$ cat src/rtl/retry_lrsm_ctrl.sv
// Local Retry State Machine for the CXL link-layer retry path: issues RETRY.Req,
// times out waiting for RETRY.Ack, escalates to PHY reinit and finally aborts.
module retry_lrsm_ctrl #(
  parameter logic [4:0]  MAX_NUM_RETRY      = 5'd10,
  parameter logic [4:0]  MAX_NUM_PHY_REINIT = 5'd10,
  parameter int unsigned TIMEOUT_CYCLES     = 1024,
  parameter int unsigned TMR_W              = 11
) (
  input  logic       i_clk,
  input  logic       i_rst,
  input  logic       i_crc_error,
  input  logic       i_llrreq_sent,
  input  logic       i_retry_ack,
  input  logic       i_phy_reinit_done,
  input  logic [4:0] i_retry_num_phy_reinit,
  output logic [2:0] o_state,
  output logic       o_send_retry_req,
  output logic       o_phy_reinit_req,
  output logic       o_num_phy_reinit_inc_en,
  output logic       o_retry_done,
  output logic       o_retry_abort,
  output logic [4:0] o_num_retry
);

  typedef enum logic [2:0] {
    StNormal    = 3'd0,
    StLlrreq    = 3'd1,
    StLocalIdle = 3'd2,
    StPhyReinit = 3'd3,
    StAbort     = 3'd4
  } state_e;

  localparam logic [TMR_W-1:0] TmrLast = TMR_W'(TIMEOUT_CYCLES - 1);

  state_e           state_q;
  logic [TMR_W-1:0] tmr_q;
  logic [4:0]       num_retry_q;
  logic             inc_en_q;
  logic             retry_done_q;

  always_ff @(posedge i_clk) begin
    if (i_rst) begin
      state_q      <= StNormal;
      tmr_q        <= '0;
      num_retry_q  <= '0;
      inc_en_q     <= 1'b0;
      retry_done_q <= 1'b0;
    end else begin
      inc_en_q     <= 1'b0;
      retry_done_q <= 1'b0;
      unique case (state_q)
        StNormal: begin
          if (i_crc_error) state_q <= StLlrreq;
        end
        StLlrreq: begin
          // Retry budget exhausted: abort only if the PHY-reinit budget is gone too.
          if (num_retry_q == MAX_NUM_RETRY &&
              i_retry_num_phy_reinit == MAX_NUM_PHY_REINIT) begin
            state_q <= StAbort;
          end else if (num_retry_q == MAX_NUM_RETRY) begin
            state_q     <= StPhyReinit;
            inc_en_q    <= 1'b1;
            num_retry_q <= '0;
          end else if (i_llrreq_sent) begin
            state_q     <= StLocalIdle;
            num_retry_q <= num_retry_q + 5'd1;
            tmr_q       <= '0;
          end
        end
        StLocalIdle: begin
          tmr_q <= tmr_q + TMR_W'(1);
          if (i_retry_ack) begin
            state_q      <= StNormal;
            num_retry_q  <= '0;
            retry_done_q <= 1'b1;
          end else if (tmr_q == TmrLast) begin
            state_q <= StLlrreq;
          end
        end
        StPhyReinit: begin
          if (i_phy_reinit_done) begin
            state_q     <= StLlrreq;
            num_retry_q <= '0;
          end
        end
        StAbort: state_q <= StAbort;
        default: state_q <= StNormal;
      endcase
    end
  end

  assign o_state                 = state_q;
  assign o_send_retry_req        = (state_q == StLlrreq);
  assign o_phy_reinit_req        = (state_q == StPhyReinit);
  assign o_retry_abort           = (state_q == StAbort);
  assign o_num_phy_reinit_inc_en = inc_en_q;
  assign o_retry_done            = retry_done_q;
  assign o_num_retry             = num_retry_q;

endmodule

$ cat config.mk
export PLATFORM = sky130hd
export DESIGN_NAME = retry_lrsm_ctrl
export DESIGN_NICKNAME = d
export VERILOG_FILES = /design/src/rtl/retry_lrsm_ctrl.sv
export SDC_FILE = /design/constraint.sdc
export NUM_CORES = 1
export LEC_CHECK = 0
export CAP_MARGIN = 20
export CORE_MARGIN = 4
export CORE_UTILIZATION = 50
export DETAILED_ROUTE_END_ITERATION = 10
export HOLD_SLACK_MARGIN = 0.06
export PLACE_DENSITY = 0.81
export RECOVER_POWER = 100
export SYNTH_ARGS = -nofsm -noshare
export SYNTH_HDL_FRONTEND = slang
export SYNTH_SLANG_ARGS = --single-unit
$ cat constraint.sdc
create_clock -name i_clk -period 2.1 [get_ports i_clk]
set_input_delay 0.21 -clock i_clk [delete_from_list [all_inputs] [get_ports i_clk]]
set_output_delay 0.21 -clock i_clk [all_outputs]
set_load 0.01 [all_outputs]
==> results of run 1 <==
metrics by stage:
stage                     area [µm²]  setup slack, ns  total power, mW
after CTS                       1450           0.0384            0.887
final                           1450            0.117            0.874
after floorplan                 1160            0.181            0.604
after global placement          1420            0.182            0.686
after global routing            1450           0.0292            0.925
after detailed placement        1420           0.0558            0.695
final timing paths:
kind,cells past startpoint,to,start
setup / recovery,7,o_num_retry[2],o_num_retry[0]
hold / removal,2,tmr_q[1],tmr_q[1]
setup reg to reg,7,o_num_retry[2],o_num_retry[0]
hold reg to reg,2,tmr_q[1],tmr_q[1]
cells in the mapped netlist (all sizes together) (2+ instances only):
master    n
inv       3
nand3     7
o31ai     2
nand2    14
nand4bb   2
dfxtp    21
ha        3
nor4b     2
nor3      7
buf       5
or4       2
o21ai     5
xnor2     7
clkbuf    2
a21oi     8
nor2     21
nand2b    6
a311oi    4
xor2      2
nor4      3
registers in the layout, summed over array words and instances, names as in the netlist:
name / count
tmr_q: 11
o_num_retry: 5
o_state: 3
o_num_phy_reinit_inc_en: 1
o_retry_done: 1
worst max-delay path: cells and delay by family (launching register included):
family                     cells  cell delay (ns)
buffers and inverters          1             0.09
and+or+nand+nor                3             0.85
AOI/OAI and AO/OA              2             0.42
adders and majority gates      1             0.19
DFF                            1             0.35
per-layer routing:
layer  GRT usage, %  part of all wire, %
met5              0                    0
met4           4.75                  1.1
met3           4.41                  3.1
met2           27.2                   50
met1           23.4                   46
power by group:
part,total (mW),switching (mW),internal [mW]
logic,0.231,0.127,0.104
registers,0.450,0.0330,0.417
clock network,0.194,0.119,0.0742
total,0.874,0.279,0.595
cell families (layout without fill, tap and decap cells):
| kind of cell | after synthesis | after routing | share of synthesized area, % |
|---|---|---|---|
| xor gates and xnor gates | 9 | 9 | 6.80 |
| buffers and inverters | 10 | 34 | 3.78 |
| DFF | 21 | 21 | 36.2 |
| and+or+nand+nor | 71 | 71 | 35.2 |
| adders and majority gates | 3 | 3 | 3.24 |
| AOI/OAI and AO/OA | 25 | 25 | 14.8 |
area by class of cell:
| class | instances | area [µm²] |
|---|---|---|
| fillers | 195 | 767 |
| multi-input cells | 108 | 698 |
| flip-flops and latches | 21 | 422 |
| repair buffers | 27 | 253 |
| well taps | 28 | 35.0 |
| clock buffers | 4 | 26.3 |
| inverters | 3 | 11.3 |
==> impl.org, run 1 <==
** STA
- The final-report hold violation count came to 0.
- Worst slack on hold paths :: 0.496 ns
- Max transition margin :: 71.6%
- Number of failing setup endpoints in the final timing report :: 0
- The number of max-slew violations in the final report was 0.
- Dividing the final minimum period by the clock period gives 94.4%.
- Setup repair after global routing left no endpoint under its margin.
- Final critical delay including setup and external delays :: 1.98 ns
- Summed over all failing endpoints, the final setup total negative slack is 0 ns.
- Worst clock skew :: 0.00127 ns
- At the pin with the least slew margin, the transition time is 0.425 ns.
- For this run, the top clock speed supported by timing is 504 MHz.

** Clock tree
- Clock tree synthesis found a total of 21 sinks.
- No sink is reached through more buffers than the 2 on the longest clock path.
- The later pin in the worst-skew pair is clocked with a latency of 0.30 ns.
- After clock tree synthesis, the clock-pin slew on the worst setup and hold paths is 0.11 ns.
- Post-CTS repair changed the size of 0 cells.
- Number of buffers inserted during clock tree synthesis :: 3
- Total of hold buffers inserted after clock tree synthesis :: 0
- CTS root buffer :: clkbuf_4
- CTS H-Tree Depth :: 1
- Buffers inserted during post-CTS setup optimization :: 0
- CTS tree :: yes

** Floorplanning
- Placeable core area :: 0.00221 mm²
- # IOs :: 24
- The initial utilization of the core area, before any placement, comes to 52.4%.
- Die Height :: 56.2 µm
- In this run the horizontal extent of the chip is 56.2 µm.
- Area of the die :: 0.00315 mm²
- The floorplan has 17 rows.

** Yosys
- Number of distinct library cell variants in the gate-level netlist after synthesis :: 40
- Commonest register cell after synthesis :: dfxtp_1
- Summed over all instances, the cell type with the most area after synthesis is dfxtp_1.
- Instance count of the mapped netlist :: 139
- Ranked by total cell area, the synthesized netlist is headed by dfxtp_1 36%, nor2_1 6.5%, xnor2_1 5.3%.
- In this run, synthesis inferred 0 flip-flops with an integrated enable.
- FFs w/ async S/R, synth :: 0%
- Total of flip-flops plus latches after synthesis :: 21
- Area of the mapped netlist :: 0.00116 mm²
- The Yosys step of the flow raised 0 warnings.
- Post-synth top area share :: 36.2%
- Synthesized netlist net count :: 153
- Sequential fraction of the synthesis area :: 36.2%
- Synthesized area divided by synthesized cell count :: 8.34 µm²

** Placed design
- In this run, placement finished with an instance count of 187.
- Global placement routability congestion :: 0.827
- After legalization and detailed placement, the total HPWL measured 1990 µm.
- The count of buffers added on input and output ports is 23.

** Drt
- Count of nets left with antenna violations after detail routing :: 0
- Detailed routing inserted a total of 1,094 vias.
- DRC violation count after routing :: 0
- After detailed routing, the average wire length per cell comes to 13.6 µm.
- For this run, the detailed router's first-pass iteration total came to 5.
- Detailed Route WL :: 2590 µm
- The detailed router finished its first iteration with 15 violations.
- Vias per inst :: 5.73

** Global routing
- Global routing used 17.3% of the available tracks across all layers.
- For this run the aggregate overflow at the end of global routing stands at 0.
- The first global-routing pass estimated 4460 µm of wire.
- Entering global routing, the biggest net connects 14 pins.
- Vias in the first global route :: 982
- The number of antenna violations at the first check in global routing is 0.

** Worst setup path
- Flop-to-flop setup slack :: 0.12 ns
- Worst-path cell chain :: inv_1 -> ha_1 -> nand4bb_2 -> or4_4 -> a21boi_4 -> nor2_2 -> a311oi_2
- Critical-path top delay cell :: or4_4
- For the worst setup path, the data arrival time is 2.21 ns.
- Maximum cell stage delay along the critical path :: 0.58 ns
- Kind of launch point of the worst setup path :: flop
- Worst setup path class :: reg2reg
- Crit path max fanout :: 5
- Critical path capture point type :: flop
- At the worst endpoint, the required time is 2.32 ns.

** Cells and area
- Layout cell share with drive strength beyond 1 :: 11.0%
- The repair_antennas step left the layout with diodes totalling 0.
- Post-layout nets :: 178
- Post-layout util :: 65.3%
- Synth-to-Final Area Change :: 24.6%
- For this run, the number of standard cells in the final layout without fillers is 191.
- Most used cells in the layout excluding fill and tap cells :: 20 x nor2_1, 20 x dfxtp_1, 14 x nand2_1

** Power and ir drop
- Standby leakage power :: 0.523 nW
- Total power per unit cell area :: 605 mW/mm²
- IR analysis of the VDD net gives a maximum drop of 0.418 mV.

** Flow run
- Max-cap violations in this run came to 0.

** Hold path
- Hold Path Class :: reg2reg

** Outcome
- The run finished with clean final reports.
No activity file was read; power rests on OpenSTA's default activity.
==> inputs of run 2 (changes only) <==
--- a/config.mk
+++ b/config.mk
@@ -6,7 +6,7 @@
 export NUM_CORES = 1
 export LEC_CHECK = 0
 export CAP_MARGIN = 20
-export CORE_MARGIN = 4
+export CORE_MARGIN = 10
 export CORE_UTILIZATION = 50
 export DETAILED_ROUTE_END_ITERATION = 10
 export HOLD_SLACK_MARGIN = 0.06
==> run 2 against run 1 <==
Core utilization is 0.74 points higher. Non-clock buffer count increased by 1. Global-route usage down 4.7 points. Cell area grew 1.1%. Clock-buffer cell count decreased by 1. Highest routed layer unchanged.
==> impl.org, run 2 (synthesis results as in run 1) <==
** Outcome
- The flow ran to the end, and the final reports show no timing, DRC or antenna violations.

** Clock tree
- TritonCTS created 3 clock buffers.
- Clk slew on worst S/H paths :: 0.11 ns
- Maximum clock insertion buffer count :: 2
- Number of clock sinks :: 21
- Post-CTS timing repair inserted 0 buffers for setup.
- Clk_lat worst skew :: 0.32 ns
- Post-CTS sizing :: 0
- CTS root buffer :: clkbuf_4
- CTS tree :: yes
- CTS H-Tree Depth :: 1
- Total of hold buffers inserted after clock tree synthesis :: 0

** STA
- Setup tns final :: 0 ns
- Number of failing setup endpoints in the final timing report :: 0
- Count of endpoints failing hold in the final timing report :: 0
- Between clock sinks in the finished design, the worst skew comes to 0.0120 ns.
- Number of pins exceeding their max-slew limit in the final report :: 0
- The worst path uses 94.6% of the clock period.
- Max transition margin :: 75.3%
- Setup repair after global routing missed its margin :: false
- Based on the critical path, the design can be clocked at up to 503 MHz.
- At the pin with the least slew margin, the transition time is 0.371 ns.
- The routed design could run at a clock period as short as 1.99 ns.

** Worst setup path
- Worst setup path class :: reg2reg
- Arr. time, crit path :: 2.21 ns
- Of all nets on the critical path, the largest fanout is 5.
- STA classifies the critical path endpoint as a flop.
- The worst setup path is launched from a flop.
- Data required time at the worst endpoint :: 2.32 ns

** Global routing
- Gr ovfl total :: 0
- The via count of the first global-routing pass is 998.
- Initial antenna violation count :: 0
- Pin count of the biggest net entering global routing :: 13
- The first global-routing pass estimated 4530 µm of wire.
- Global-route usage over all layers :: 12.6%

** Floorplanning
- The die covers 0.00465 mm².
- After floorplanning, the core was sized to cover 0.00221 mm².
- Effective utilization at floorplan :: 52.4%
- Die Height :: 68.2 µm
- In this run the core area contains 17 standard-cell rows.
- In this run the horizontal extent of the chip is 68.2 µm.
- # IOs :: 24

** Cells and area
- Fill cell total of the finished layout :: 196
- Layout cell share with drive strength beyond 1 :: 11.6%
- Diode count :: 0
- Area of combinational cells with multiple inputs :: 703 µm²
- With fillers left out, the area of the finished cells amounts to 0.00146 mm².
- Most used cells in the layout excluding fill and tap cells :: 21 x dfxtp_1, 20 x nor2_1, 14 x nand2_1
- Counting flops per register, the top entry is tmr_q.
- Relative to the synthesized area, the layout overhead comes to 26.0%.
- The register with the most flip-flops in the layout has 11 of them.
- Leaving out fill and tap cells, the most frequent cell in the layout is dfxtp_1.
- Post-layout nets :: 179
- Register cell area after layout :: 420 µm²

** Drt
- Detailed Route WL :: 2750 µm
- Count of nets left with antenna violations after detail routing :: 0
- Vias per inst :: 5.64
- The first detailed-routing pass ran for 4 iterations.
- Wire length per cell after detailed routing :: 14.3 µm
- Starting DRT DRC Count :: 35
- Via count :: 1,082
- DRC violation count after routing :: 0

** Power and ir drop
- Summed over all cells, the static leakage comes to 0.535 nW.
- In this run the power density over the cells is 605 mW/mm².
- IR analysis of the VDD net gives a maximum drop of 0.404 mV.

** Placed design
- Buffers placed on the I/O ports in this run total 23.
- Global placement routability congestion :: 0.800
- Detailed placement ended at an HPWL of 2130 µm.
- After detailed placement, the total cell area comes to 0.00143 mm².

** Flow run
- The tool flagged a number of max-cap violations equal to 0.

** Hold path
- The min-delay analysis places its worst path in the category reg2reg.
-- run 2: power breakdown --
part,internal [mW],switching (mW)
Sequential,0.416,0.0297
Combinational,0.110,0.129
Clock,0.0714,0.128
Total,0.597,0.287
-- run 2: cell type report --
cell class,instances,area share (%)
multi-input combinational,108,48.1
timing repair buffer,28,18.1
inverter,3,0.771
clock inverter,1,0.342
clock buffer,3,1.54
sequential,21,28.8
tap,28,2.40
-- run 2: layer usage --
layer  up-vias  wire length [µm]  GRT usage, %
met1       507              1170          14.5
met3         4               174          6.04
met2        21              1380          20.9
met4         0                18          2.26
met5         -                 0             0
li1        550                 -             -
-- run 2: worst paths after layout --
check / startpoint / end / slack (ns) / cells past startpoint
max reg2reg: o_num_retry[0] / o_num_retry[4] / 0.11 / 7
min: tmr_q[1] / tmr_q[1] / 0.50 / 2
max: o_num_retry[0] / o_num_retry[4] / 0.11 / 7
min reg2reg: tmr_q[1] / tmr_q[1] / 0.50 / 2
-- run 2: stage by stage --
step                cells  setup slack (ns)  power [mW]  hold WS [ns]  utilization, %
finish                192             0.113       0.884         0.503            66.1
global route          192            0.0207       0.937         0.544            66.1
CTS                   192            0.0880       0.896         0.505            65.9
detailed placement    188            0.0929       0.699         0.489            64.6
global placement      188             0.182       0.693         0.482            64.6
floorplan             139             0.181       0.604         0.289               -
-- run 2: worst max-delay path, cell delays in order (launching register included) --
cell	delay (ns)
dfxtp_1	0.36
inv_1	0.08
ha_1	0.21
nand4bb_4	0.15
or4_4	0.57
a21boi_4	0.17
nor2_2	0.08
a311oi_1	0.27
